===== src/rtl/trisc_ram_arbiter_if.sv =====
// Bus bundle between the two requesters (CPU, loader), the shared RAM and the arbiter.
// The master side drives requests and RAM read data; the slave side is the arbiter.
interface trisc_ram_arbiter_if;
  logic       Mode;
  logic       ClearAddGen;
  logic       CpuReq;
  logic       CpuWe;
  logic [3:0] CpuAddr;
  logic [7:0] CpuWData;
  logic       LdReq;
  logic       LdWe;
  logic [7:0] LdWData;
  logic [7:0] RamQ;
  logic [3:0] RamAddr;
  logic [7:0] RamData;
  logic       RamWren;
  logic [7:0] RdData;
  logic       CpuAck;
  logic       LdAck;
  logic       LdErr;
  logic [3:0] LdAddr;
  logic       Busy;

  modport master (
    output Mode, ClearAddGen, CpuReq, CpuWe, CpuAddr, CpuWData,
    output LdReq, LdWe, LdWData, RamQ,
    input  RamAddr, RamData, RamWren, RdData, CpuAck, LdAck, LdErr, LdAddr, Busy
  );

  modport slave (
    input  Mode, ClearAddGen, CpuReq, CpuWe, CpuAddr, CpuWData,
    input  LdReq, LdWe, LdWData, RamQ,
    output RamAddr, RamData, RamWren, RdData, CpuAck, LdAck, LdErr, LdAddr, Busy
  );
endinterface


===== src/rtl/trisc_ram_arbiter.sv =====
// Two-requester single-port RAM arbiter: every access is ISSUE then CAP, with a
// 2-bit starvation counter that hands every fourth contested grant to the losing side.
module trisc_ram_arbiter (
  input  logic               SysClock,
  input  logic               Start,
  trisc_ram_arbiter_if.slave arb_io
);
  localparam logic [2:0] IDLE      = 3'd0;
  localparam logic [2:0] CPU_ISSUE = 3'd1;
  localparam logic [2:0] CPU_CAP   = 3'd2;
  localparam logic [2:0] LD_ISSUE  = 3'd3;
  localparam logic [2:0] LD_CAP    = 3'd4;

  logic [2:0] state_q, state_d;
  logic [3:0] addr_q, addr_d;
  logic [7:0] wdata_q, wdata_d;
  logic       we_q, we_d;
  logic [7:0] rd_q, rd_d;
  logic [3:0] ld_addr_q, ld_addr_d;
  logic [1:0] starv_q, starv_d;

  logic pri_req, oth_req, grant_pri, grant_oth, grant_cpu, grant_ld, ld_reject;
  logic idle;

  // Priority side follows Mode; the other side wins when the priority side is quiet
  // or once it has been passed over three times in a row.
  always_comb begin
    pri_req   = arb_io.Mode ? arb_io.LdReq  : arb_io.CpuReq;
    oth_req   = arb_io.Mode ? arb_io.CpuReq : arb_io.LdReq;
    grant_oth = oth_req && (!pri_req || (starv_q == 2'd3));
    grant_pri = pri_req && !grant_oth;
    grant_ld  = arb_io.Mode ? grant_pri : grant_oth;
    grant_cpu = arb_io.Mode ? grant_oth : grant_pri;
    ld_reject = grant_ld && !arb_io.Mode && arb_io.LdWe;
  end

  always_comb begin
    state_d   = state_q;
    addr_d    = addr_q;
    wdata_d   = wdata_q;
    we_d      = we_q;
    rd_d      = rd_q;
    starv_d   = starv_q;
    ld_addr_d = ld_addr_q;
    case (state_q)
      IDLE: begin
        if (grant_cpu) begin
          state_d = CPU_ISSUE;
          addr_d  = arb_io.CpuAddr;
          wdata_d = arb_io.CpuWData;
          we_d    = arb_io.CpuWe;
        end else if (grant_ld && !ld_reject) begin
          state_d = LD_ISSUE;
          addr_d  = ld_addr_q;
          wdata_d = arb_io.LdWData;
          we_d    = arb_io.LdWe;
        end
        // A rejected loader write leaves the fairness history untouched.
        if (!ld_reject) begin
          if (grant_oth || !oth_req)
            starv_d = 2'd0;
          else if (grant_pri)
            starv_d = starv_q + 2'd1;
        end
      end
      CPU_ISSUE: state_d = CPU_CAP;
      LD_ISSUE:  state_d = LD_CAP;
      CPU_CAP, LD_CAP: begin
        state_d = IDLE;
        if (!we_q)
          rd_d = arb_io.RamQ;
      end
      default: state_d = IDLE;
    endcase
    if (arb_io.ClearAddGen)
      ld_addr_d = 4'd0;
    else if (state_q == LD_CAP)
      ld_addr_d = ld_addr_q + 4'd1;
  end

  always_ff @(posedge SysClock or negedge Start) begin
    if (!Start) begin
      state_q   <= IDLE;
      addr_q    <= 4'd0;
      wdata_q   <= 8'd0;
      we_q      <= 1'b0;
      rd_q      <= 8'd0;
      ld_addr_q <= 4'd0;
      starv_q   <= 2'd0;
    end else begin
      state_q   <= state_d;
      addr_q    <= addr_d;
      wdata_q   <= wdata_d;
      we_q      <= we_d;
      rd_q      <= rd_d;
      ld_addr_q <= ld_addr_d;
      starv_q   <= starv_d;
    end
  end

  assign idle           = (state_q == IDLE);
  assign arb_io.RamAddr = idle ? 4'd0 : addr_q;
  assign arb_io.RamData = idle ? 8'd0 : wdata_q;
  assign arb_io.RamWren = ((state_q == CPU_ISSUE) || (state_q == LD_ISSUE)) && we_q;
  assign arb_io.RdData  = rd_q;
  assign arb_io.CpuAck  = (state_q == CPU_CAP);
  assign arb_io.LdAck   = (state_q == LD_CAP);
  // LdErr is decoded from live inputs, so it is gated by reset to stay low while Start is low.
  assign arb_io.LdErr   = idle && ld_reject && Start;
  assign arb_io.LdAddr  = ld_addr_q;
  assign arb_io.Busy    = !idle;
endmodule


===== src/flat_wrapper.sv =====
// flat-port wrapper written by rule: the top's interface ports become plain ports
module trisc_ram_arbiter_flat 
  (SysClock, Start, arb_io_Mode, arb_io_ClearAddGen, arb_io_CpuReq, arb_io_CpuWe, arb_io_CpuAddr, arb_io_CpuWData, arb_io_LdReq, arb_io_LdWe, arb_io_LdWData, arb_io_RamQ, arb_io_RamAddr, arb_io_RamData, arb_io_RamWren, arb_io_RdData, arb_io_CpuAck, arb_io_LdAck, arb_io_LdErr, arb_io_LdAddr, arb_io_Busy);
  trisc_ram_arbiter_if arb_io_i ();
  input  logic SysClock;
  input  logic Start;
  input wire logic [$bits(arb_io_i.Mode)-1:0] arb_io_Mode;
  input wire logic [$bits(arb_io_i.ClearAddGen)-1:0] arb_io_ClearAddGen;
  input wire logic [$bits(arb_io_i.CpuReq)-1:0] arb_io_CpuReq;
  input wire logic [$bits(arb_io_i.CpuWe)-1:0] arb_io_CpuWe;
  input wire logic [$bits(arb_io_i.CpuAddr)-1:0] arb_io_CpuAddr;
  input wire logic [$bits(arb_io_i.CpuWData)-1:0] arb_io_CpuWData;
  input wire logic [$bits(arb_io_i.LdReq)-1:0] arb_io_LdReq;
  input wire logic [$bits(arb_io_i.LdWe)-1:0] arb_io_LdWe;
  input wire logic [$bits(arb_io_i.LdWData)-1:0] arb_io_LdWData;
  input wire logic [$bits(arb_io_i.RamQ)-1:0] arb_io_RamQ;
  output wire logic [$bits(arb_io_i.RamAddr)-1:0] arb_io_RamAddr;
  output wire logic [$bits(arb_io_i.RamData)-1:0] arb_io_RamData;
  output wire logic [$bits(arb_io_i.RamWren)-1:0] arb_io_RamWren;
  output wire logic [$bits(arb_io_i.RdData)-1:0] arb_io_RdData;
  output wire logic [$bits(arb_io_i.CpuAck)-1:0] arb_io_CpuAck;
  output wire logic [$bits(arb_io_i.LdAck)-1:0] arb_io_LdAck;
  output wire logic [$bits(arb_io_i.LdErr)-1:0] arb_io_LdErr;
  output wire logic [$bits(arb_io_i.LdAddr)-1:0] arb_io_LdAddr;
  output wire logic [$bits(arb_io_i.Busy)-1:0] arb_io_Busy;
  assign arb_io_i.Mode = arb_io_Mode;
  assign arb_io_i.ClearAddGen = arb_io_ClearAddGen;
  assign arb_io_i.CpuReq = arb_io_CpuReq;
  assign arb_io_i.CpuWe = arb_io_CpuWe;
  assign arb_io_i.CpuAddr = arb_io_CpuAddr;
  assign arb_io_i.CpuWData = arb_io_CpuWData;
  assign arb_io_i.LdReq = arb_io_LdReq;
  assign arb_io_i.LdWe = arb_io_LdWe;
  assign arb_io_i.LdWData = arb_io_LdWData;
  assign arb_io_i.RamQ = arb_io_RamQ;
  assign arb_io_RamAddr = arb_io_i.RamAddr;
  assign arb_io_RamData = arb_io_i.RamData;
  assign arb_io_RamWren = arb_io_i.RamWren;
  assign arb_io_RdData = arb_io_i.RdData;
  assign arb_io_CpuAck = arb_io_i.CpuAck;
  assign arb_io_LdAck = arb_io_i.LdAck;
  assign arb_io_LdErr = arb_io_i.LdErr;
  assign arb_io_LdAddr = arb_io_i.LdAddr;
  assign arb_io_Busy = arb_io_i.Busy;
  trisc_ram_arbiter u_core (.SysClock(SysClock), .Start(Start), .arb_io(arb_io_i));
endmodule

===== config.mk =====
export PLATFORM = sky130hd
export DESIGN_NAME = trisc_ram_arbiter_flat
export DESIGN_NICKNAME = d
export VERILOG_FILES = /design/src/rtl/trisc_ram_arbiter_if.sv /design/src/rtl/trisc_ram_arbiter.sv /design/src/flat_wrapper.sv
export SDC_FILE = /design/constraint.sdc
export NUM_CORES = 1
export LEC_CHECK = 0
export BUFFER_PORTS_ARGS = -buffer_cell sky130_fd_sc_hd__buf_2
export CORE_MARGIN = 2
export CORE_UTILIZATION = 47
export CTS_CLUSTER_DIAMETER = 100
export CTS_CLUSTER_SIZE = 12
export DETAILED_ROUTE_END_ITERATION = 10
export PLACE_DENSITY = 0.78
export RECOVER_POWER = 25
export SLEW_MARGIN = 5
export SYNTH_ARGS = -nofsm -noshare
export SYNTH_HDL_FRONTEND = slang
export SYNTH_SLANG_ARGS = --single-unit
export TNS_END_PERCENT = 20

===== constraint.sdc =====
create_clock -name SysClock -period 2 [get_ports SysClock]
set_input_delay 0.2 -clock SysClock [delete_from_list [all_inputs] [get_ports SysClock]]
set_output_delay 0.2 -clock SysClock [all_outputs]
set_load 0.02 [all_outputs]

**After elaboration in Yosys (flattened, before gate mapping)**

Cells that the tools add are included.

- Register bits: 30
- Input bits: 36
- Word-level logic and storage cells: 61

- Add/subtract/negate cells: 2
- Equal/unequal tests: 6
- Mux-type cells: 19
- Bitwise logic cells: 2
- Reductions and logical operators: 25

Operators by type and width:

| operator | number |
|---|---|
| 8-bit two-way mux | 3 |
| 4-bit two-way mux | 5 |
| 3-bit one-hot mux with 3 select lines | 1 |
| 1-bit logical AND | 8 |
| 3-bit by 2-bit equality test with 1-bit output (second input constant) | 2 |
| 1-bit logical NOT | 6 |
| 1-bit two-way mux | 6 |
| 3-bit two-way mux | 2 |
| 2-bit nonzero test | 3 |
| 4-bit by 1-bit adder with 4-bit output (second input constant) | 1 |
| 2-bit two-way mux | 2 |
| 2-bit AND reduction | 2 |
| 3-bit by 1-bit equality test with 1-bit output (second input constant) | 1 |
| 3-bit equality test (second input constant) | 1 |
| 3-bit logical NOT | 1 |
| 1-bit logical OR | 3 |
| 3-bit by 2-bit != test with 1-bit output (second input constant) | 1 |
| 3-bit AND reduction | 1 |
| 2-bit by 1-bit adder with 2-bit output (second input constant) | 1 |
| 2-bit equality test (second input constant) | 1 |
| 1-bit inverter | 2 |
| 2-bit OR reduction | 1 |

**Depth between registers and ports, before layout**

Gate-level depths: netlist of run 1.

- Depth after elaboration: 14
- Depth in mapped cells: 6

**Worst setup path before layout of run 1**

Ideal clock, no wire load.

- Path kind: reg2out
- Start point: register u_core.state_q[1]
- End point: output port arb_io_LdErr
- Data arrival time: 1604 ps
- Data required time: 1800 ps
- Path slack: 196 ps
- Cell stages (with the launch flop): 5
- Cell sequence: dfrtp_1 -> nor3_2 -> inv_1 -> clkbuf_1 -> nor3_1

- Word-level cells in the longest chain between the ends: 3

RTL lines:

| what | RTL line | source |
|---|---|---|
| start, declared | trisc_ram_arbiter.sv:14 | `logic [2:0] state_q, state_d;` |
| start signal, assigned | trisc_ram_arbiter.sv:91 | `state_q <= state_d;` |
| 3-bit logical NOT | trisc_ram_arbiter.sv:101 | `assign idle = (state_q == IDLE);` |
| 1-bit logical AND (2 in a row) | trisc_ram_arbiter.sv:109 | `assign arb_io.LdErr = idle && ld_reject && Start;` |
| end, declared | flat_wrapper.sv:23 | `output wire logic [$bits(arb_io_i.LdErr)-1:0] arb_io_LdErr;` |

No other way between the ends.

**Worst setup path in the final report of run 1**

- Start point: register u_core.state_q[2]
- End point: output port arb_io_LdErr

The elaborated chain is that of the path after synthesis.

==> summary.md, run 1 <==
| Metric | Value |
|---|---|
| Post-synthesis sequential area ratio | 48.2% |
| Layout cells sized above 1 | 54.6% |
| Adder-Cell Fraction of Synth Area | 1.61% |
| R2R Setup Slk | 90 ps |
| Core Rows | 20 |
| Clock Tree Root | clkbuf_4 |
| Setup TNS | 0 ps |
| Synth cell types | 34 |
| ANT nets after route | 0 |
| GPL Wtd Cong | 0.709 |
| Mux share of post-synthesis cell area | 27.2% |
| LEAKAGE | 1.04 nW |
| Initial detailed-routing violation count | 41 |
| WL/cell | 14.4 µm |
| Syn avg cell area | 12.8 µm² |
| Final Setup Violations | 0 |
| Largest net degree at the start of global routing | 31 |
| Syn Std Cell Area | 1560 µm² |
| Power per cell area | 1480 nW/µm² |
| Kind of end point of the critical path | output pin |
| Post-Synth Simple-Gate Area | 14.1% |
| Total track usage | 19.9% |
| Total vias in the final route | 1179 |
| Hold Crit Depth | 2 |
| Slew HR | 51.6% |
| Post-synthesis xor/xnor area fraction | 2.81% |
| Family with the most delay on the worst path | buffers and inverters |
| Yosys warnings | 0 |
| Worst hold margin | 44.9 ps |
| Input/output buffers | 64 |
| Hold path endpoint | u_core.arb_io.LdAddr[2]$_DFFE_PN0P_ |
| Vias in the first global route | 1135 |
| Final hold vios | 0 |
| Sink Count | 30 |
| Final Slew Violations | 0 |
| DIE HEIGHT | 61.5 µm |
| IO Pins | 65 |
| Post-Route Skew | 15.8 ps |
| First-pass GRT wire length | 5280 µm |
| Worst skew pair latency | 340 ps |
| Worst min-delay path category | primary input to flip-flop |
| Worst reg2reg path endpoint | u_core.wdata_q[5]$_DFFE_PN0P_ |
| Area grow syn2layout | 29.2% |
| Largest family of logic cells by synthesized area | multiplexers |
| RR Startpoint | u_core.starv_q[0]$_DFFE_PN0P_ |
| Crit path time final | 1910 ps |
| Critical path arrival | 1710 ps |
| Fin crit share | 95.5% |
| Least-Margin Pin Slew | 726 ps |
| Residual DRC | 0 |
| Die area | 3790 µm² |
| Detailed Place HPWL | 2580 µm |
| Core ar. | 3100 µm² |
| Htree depth | 2 |
| Synth Register Bits | 30 |
| Hold path start | arb_io_ClearAddGen |
| Worst setup SP type | flip-flop |
| Initial Utilization | 50.2% |
| RSZ-0062 raised after global routing | false |
| # diodes | 0 |
| Cell chain of the critical path | nor3_2, inv_1, buf_4, nor3_2, buf_4 |
| CTS clk-pin slew, worst paths | 100 ps |
| Fmax | 524 MHz |
| Reg2reg path depth | 6 |
| Die Wd | 61.5 µm |
| Worst vdd ir | 0.802 mV |
| Final wirelength | 3460 µm |
| Run status | finished, final reports clean |
| CP peak stage delay | 460 ps |
| DR pass1 iterations | 4 |
| Avg Vias per Cell | 4.91 |
| WP buf/inv | 3 |
| Fin nets | 233 |
| CTS buffer count | 5 |
| Compound-cell area share of the yosys netlist | 3.22% |
| TritonCTS clock tree | built |
| Grt total ovfl | 0 |
| CP max stage cell | dfrtp_2 |
| Max Cap Viol | 0 |
| Gate Count Post-Synth | 122 |
| WP data required | 1800 ps |
| Syn_nets | 160 |
| Clk buf depth | 2 |
| Setup CP Type | flip-flop to output pin |
| Largest fanout on the critical path | 16 |
| Initial antenna violation count | 0 |
final cells by class:
type	instances	area [µm²]
Clock buffer	7	55.1
Clock inverter	1	5.00
Fill cell	273	1090
Inverter	3	11.3
Multi-Input combinational cell	85	766
Sequential cell	30	752
Tap cell	44	55.1
Timing Repair Buffer	70	367
worst max-delay path by stage:
stage / startpoint / end / slack [ps] / depth (start not counted)
final: u_core.state_q[2]$_DFFE_PN0P_ / arb_io_LdErr / 90 / 5
after global routing: u_core.starv_q[0]$_DFFE_PN0P_ / u_core.wdata_q[1]$_DFFE_PN0P_ / 8 / 6
after CTS: u_core.state_q[2]$_DFFE_PN0P_ / arb_io_LdErr / 40 / 5
after detailed placement: u_core.starv_q[0]$_DFFE_PN0P_ / u_core.wdata_q[1]$_DFFE_PN0P_ / 130 / 6
after global placement: u_core.starv_q[0]$_DFFE_PN0P_ / u_core.wdata_q[3]$_DFFE_PN0P_ / 230 / 6
after floorplan: u_core.state_q[1]$_DFFE_PN0P_ / arb_io_LdErr / 200 / 4
sequential cells by signal, summed over array words and instances (netlist names):
register              count
u_core.starv_q            2
u_core.addr_q             4
u_core.wdata_q            8
u_core.arb_io.LdAddr      4
u_core.state_q            3
u_core.we_q               1
u_core.arb_io.RdData      8
cells in the mapped netlist:
library cell | count | area, µm²
buf_6 | 2 | 22.5
nand2_1 | 5 | 18.8
inv_1 | 3 | 11.3
mux2i_1 | 1 | 10.0
o21ai_2 | 1 | 8.76
or2_2 | 1 | 6.26
clkbuf_1 | 1 | 3.75
nand2b_1 | 1 | 6.26
xnor2_1 | 3 | 26.3
a22o_1 | 1 | 8.76
buf_4 | 1 | 7.51
nor3_2 | 1 | 10.0
a31oi_1 | 1 | 6.26
mux2_4 | 8 | 120
nor3b_1 | 1 | 7.51
a32oi_1 | 1 | 8.76
mux2_1 | 10 | 113
ha_1 | 2 | 25.0
o21ai_0 | 2 | 10.0
nor3b_2 | 1 | 12.5
nor2b_1 | 1 | 6.26
and3b_1 | 1 | 8.76
xor2_1 | 2 | 17.5
and2_1 | 12 | 75.1
and3b_2 | 1 | 10.0
dfrtp_1 | 30 | 751
nor3_1 | 2 | 10.0
nor2_4 | 1 | 11.3
nor2_1 | 5 | 18.8
a22oi_1 | 1 | 7.51
nand3_1 | 1 | 5.00
nand4_1 | 1 | 6.26
or3_1 | 1 | 6.26
mux2_2 | 16 | 180
worst register-to-register path, stage by stage (launching register included):
cell,delay (ps)
dfrtp_1,420
ha_1,250
xnor2_1,270
o21ai_2,90
buf_4,180
mux2_1,320
mux2_2,270
metal layers:
layer  GRT usage, %  vias to the layer above  wire length [µm]
met2           30.8                       46              1690
met4           10.0                        0                27
met1           25.1                      559              1480
met5              0                        -                 0
li1               -                      571                 -
met3           6.30                        3               263
per-stage QoR:
| step | area, µm² | std cells | total power, W | setup slack (ps) | util [%] |
|---|---|---|---|---|---|
| floorplan | 1560 | 122 | 0.00213 | 196 | - |
| global placement | 1930 | 230 | 0.00252 | 227 | 62.1 |
| detailed placement | 1930 | 230 | 0.00258 | 134 | 62.1 |
| CTS | 2010 | 240 | 0.00299 | 38.8 | 64.6 |
| global route | 2010 | 240 | 0.00316 | 8.22 | 64.8 |
| finish | 2010 | 240 | 0.00298 | 90.1 | 64.8 |
repair_timing:
item,CTS,global route
setup buffers,1,0
gates resized for setup,0,3
endpoints found under the hold margin,30,0
pin swaps,1,0
hold buffers,1,0
endpoints found under the setup margin,1,1
cells in the final DEF (no fill, tap or decap), types with 2 or more instances in the layout:
cell	netlist	routed
xor2_1	2	2
mux2_2	16	16
mux2_4	8	8
mux2_1	10	10
clkbuf_4	0	5
nand2_1	5	5
buf_4	1	5
nor3_2	1	2
clkbuf_1	1	2
xnor2_1	3	3
buf_2	0	62
o21ai_0	2	2
dfrtp_1	30	29
nor2_1	5	5
inv_1	3	3
and2_1	12	12
ha_1	2	2
cell families after synthesis:
family	Yosys count
adder cells (fa/ha/maj)	2
multiplexers	35
AO/OA/AOI/OAI	7
AND/OR/NAND/NOR	36
XOR/XNOR	5
flip-flops	30
buffers and inverters	7
power by group:
group / internal [W] / switching, W / leakage [nW] / total [W]
Clock: 0.000170 / 0.000209 / 0.0353 / 0.000380
Combinational: 0.000737 / 0.000810 / 0.629 / 0.00155
Sequential: 0.000870 / 0.000179 / 0.371 / 0.00105
Power figures use the tool's default switching activity.
==> run 2: changes to the inputs <==
- ABC_AREA: default -> 1
- CELL_PAD_IN_SITES_DETAIL_PLACEMENT: default -> 1
- CELL_PAD_IN_SITES_GLOBAL_PLACEMENT: default -> 1
- CORE_UTILIZATION: 47 -> 34
- PLACE_DENSITY: 0.78 -> 0.77
==> summary.md, run 2 <==
| Metric | Value |
|---|---|
| Run status | finished, final reports clean |
| Initial Utilization | 35.0% (-15 points) |
| Detailed Place HPWL | 3520 µm (+36%) |
| Design area | 2240 µm² (+12%) |
| Least-Margin Pin Slew | 747 ps (+20.6 ps) |
| Worst skew pair latency | 290 ps (-50 ps) |
| List of most frequent post-synthesis cells | nand2_1 (64), inv_1 (34), dfrtp_1 (30) |
| DIE HEIGHT | 76.3 µm (+24%) |
| LEAKAGE | 1.29 nW (+25%) |
| Avg Vias per Cell | 4.58 (-6.8%) |
| Final std cells w/o fill | 371 (+55%) |
| Placed cell areas | 2140 µm² (+11%) |
| Main synth FF type | dfrtp_1 |
| Post-synthesis sequential area ratio | 42.2% (-6.0 points) |
| Fmax | 559 MHz (+6.8%) |
| Total track usage | 16.9% (-3.0 points) |
| Fin nets | 338 (+45%) |
| Area grow syn2layout | 26.1% |
| Setup bufs post-CTS | 0 (-1) |
| Post-synth EDFFs | 0 (unchanged) |
| Final hold vios | 0 (unchanged) |
| Power per cell area | 1440 nW/µm² (-2.9%) |
| Most common cell in the netlist | nand2_1 |
| Layout cells sized above 1 | 31.9% (-23 points) |
| Syn avg cell area | 7.57 µm² (-41%) |
| Syn_nets | 273 (+71%) |
| Initial antenna violation count | 0 (unchanged) |
| Critical path arrival | 1590 ps (-120 ps) |
| # diodes | 0 (unchanged) |
| Input/output buffers | 64 (unchanged) |
| Met2 WL | 2290 µm (+36%) |
| Gate Count Post-Synth | 235 (+93%) |
| Setup CP Type | flip-flop to output pin |
| Die Wd | 76.3 µm (+24%) |
| Core ar. | 5070 µm² (+64%) |
| Total vias in the final route | 1699 (+44%) |
| Final Setup Violations | 0 (unchanged) |
| Largest fanout on the critical path | 30 (+14) |
| Largest net degree at the start of global routing | 31 (unchanged) |
| Reg2reg path depth | 9 (+3) |
| Commonest non-fill, non-tap cell in the layout | nand2_1 |
| Max Cap Viol | 0 (unchanged) |
| Synth cell types | 26 (-24%) |
| Final Power | 0.00322 W (+8.3%) |
| IO Pins | 65 (unchanged) |
| Synth Register Bits | 30 (unchanged) |
| Fin crit share | 89.4% (-6.1 points) |
| Final wirelength | 4520 µm (+31%) |
| Worst setup SP type | flip-flop |
| Synth async-reset ratio | 100% (unchanged) |
| Main area contributors after synthesis | dfrtp_1 (42%), nand2_1 (14%), nand3_1 (8.2%) |
| Syn Std Cell Area | 1780 µm² (+14%) |
| Crit path time final | 1790 ps (-122 ps) |
| Htree depth | 2 (unchanged) |
| Sink Count | 30 (unchanged) |
| Vias in the first global route | 1749 (+54%) |
| Commonest cells after routing, fill and taps aside | nand2_1 (64), buf_2 (63), inv_1 (34), dfrtp_1 (30), nand3_1 (29) |
| Final Slew Violations | 0 (unchanged) |
| First-pass GRT wire length | 7980 µm (+51%) |
| GPL Wtd Cong | 0.793 (+12%) |
| WL met1 | 1940 µm (+31%) |
| RSZ-0062 raised after global routing | false |
| Worst min-delay path category | primary input to flip-flop |
| Kind of end point of the critical path | output pin |
| WL/cell | 12.2 µm (-15%) |
| Initial detailed-routing violation count | 60 (+46%) |
| Hold Crit Depth | 2 (unchanged) |
| # placed instances | 362 (+57%) |
| CTS buffer count | 5 (unchanged) |
| Residual DRC | 0 (unchanged) |
| DR top layer | met4 |
| Yosys warnings | 0 (unchanged) |
| Grt total ovfl | 0 (unchanged) |
| TritonCTS clock tree | built |
| Die area | 5820 µm² (+54%) |
| Slew HR | 50.2% (-1.4 points) |
| ANT nets after route | 0 (unchanged) |
| CTS clk-pin slew, worst paths | 70 ps (-30 ps) |
| DR pass1 iterations | 4 (unchanged) |
| WP data required | 1800 ps (about the same) |
| Clk buf depth | 2 (unchanged) |
| Worst vdd ir | 0.671 mV (-16%) |
| Setup TNS | 0 ps (unchanged) |
| Synth area leader | dfrtp_1 |
| Yosys top cell area share | 42.2% (-6.0 points) |
| Met3 routed WL | 235 µm (-11%) |
| Core Rows | 26 (+30%) |
| Post-Route Skew | 3.89 ps (-12.0 ps) |
| Clock Tree Root | clkbuf_8 |
run 2: cell types whose count changed after synthesis, sizes merged, moves of 6 or more:
| cell | change |
|---|---|
| buf | +6 |
| inv | +35 |
| and2 | -12 |
| mux2 | -34 |
| nor2 | +15 |
| o21ai | +10 |
| nand2 | +75 |
| nand3 | +29 |
run 2: cells by family (layout without fill, tap and decap cells):
| group | after synthesis | count (layout) | share of synthesized area, % |
|---|---|---|---|
| adders and majority gates | 2 | 2 | 1.41 |
| AOI/OAI and AO/OA | 20 | 20 | 6.40 |
| buffers and inverters | 47 | 113 | 11.9 |
| and+or+nand+nor | 136 | 136 | 38.1 |
| DFF | 30 | 30 | 42.2 |
run 2: what timing repair did:
action	in CTS	in global routing
hold buffers	1	0
endpoints found under the hold margin	30	0
gates resized for setup	0	0
run 2: layer usage:
metal / up-vias / track usage (%)
met4: 0 / 4.91
met1: 798 / 20.1
met5: - / 0
li1: 855 / -
met3: 6 / 4.62
met2: 40 / 29.9
run 2: worst paths after layout:
| path | from | end | slack [ps] |
|---|---|---|---|
| worst max-delay path | u_core.state_q[0]$_DFFE_PN0P_ | arb_io_LdErr | 210 |
| worst min-delay path | arb_io_ClearAddGen | u_core.arb_io.LdAddr[1]$_DFFE_PN0P_ | 100 |
| worst max register to register | u_core.starv_q[0]$_DFFE_PN0P_ | u_core.wdata_q[6]$_DFFE_PN0P_ | 330 |
| worst min register to register | u_core.arb_io.RdData[1]$_DFFE_PN0P_ | u_core.arb_io.RdData[1]$_DFFE_PN0P_ | 480 |
| max in group asynchronous | Start | u_core.starv_q[0]$_DFFE_PN0P_ | 850 |
| min in group asynchronous | Start | u_core.state_q[0]$_DFFE_PN0P_ | 680 |
run 2: through the flow:
step | util (%) | setup slack, ps | hold WS [ps]
floorplan | - | 395 | -95.6
global placement | 42.3 | 387 | 275
detailed placement | 42.3 | 317 | 274
CTS | 44.3 | 181 | 103
global route | 44.2 | 112 | 115
finish | 44.2 | 212 | 105
run 2: cell type report:
class | instances | area, µm²
Multi-Input combinational cell | 158 | 816
Tap cell | 70 | 87.6
Clock buffer | 7 | 86.3
Inverter | 38 | 143
Timing Repair Buffer | 67 | 354
Clock inverter | 1 | 5.00
Fill cell | 687 | 2830
Sequential cell | 30 | 751
run 2: power by group:
part	internal, W	total, W	leakage, nW	switching [W]
logic	0.000575	0.00167	0.862	0.00110
clock network	0.000277	0.000512	0.0482	0.000235
registers	0.000868	0.00104	0.384	0.000170
total	0.00172	0.00322	1.29	0.00150
run 2: critical path, cell delays in order (launching register included):
cell,delay (ps)
dfrtp_1,400
inv_1,80
nand2_1,130
nor2_4,130
buf_12,190
nand2_1,80
nor2_1,120
buf_2,170
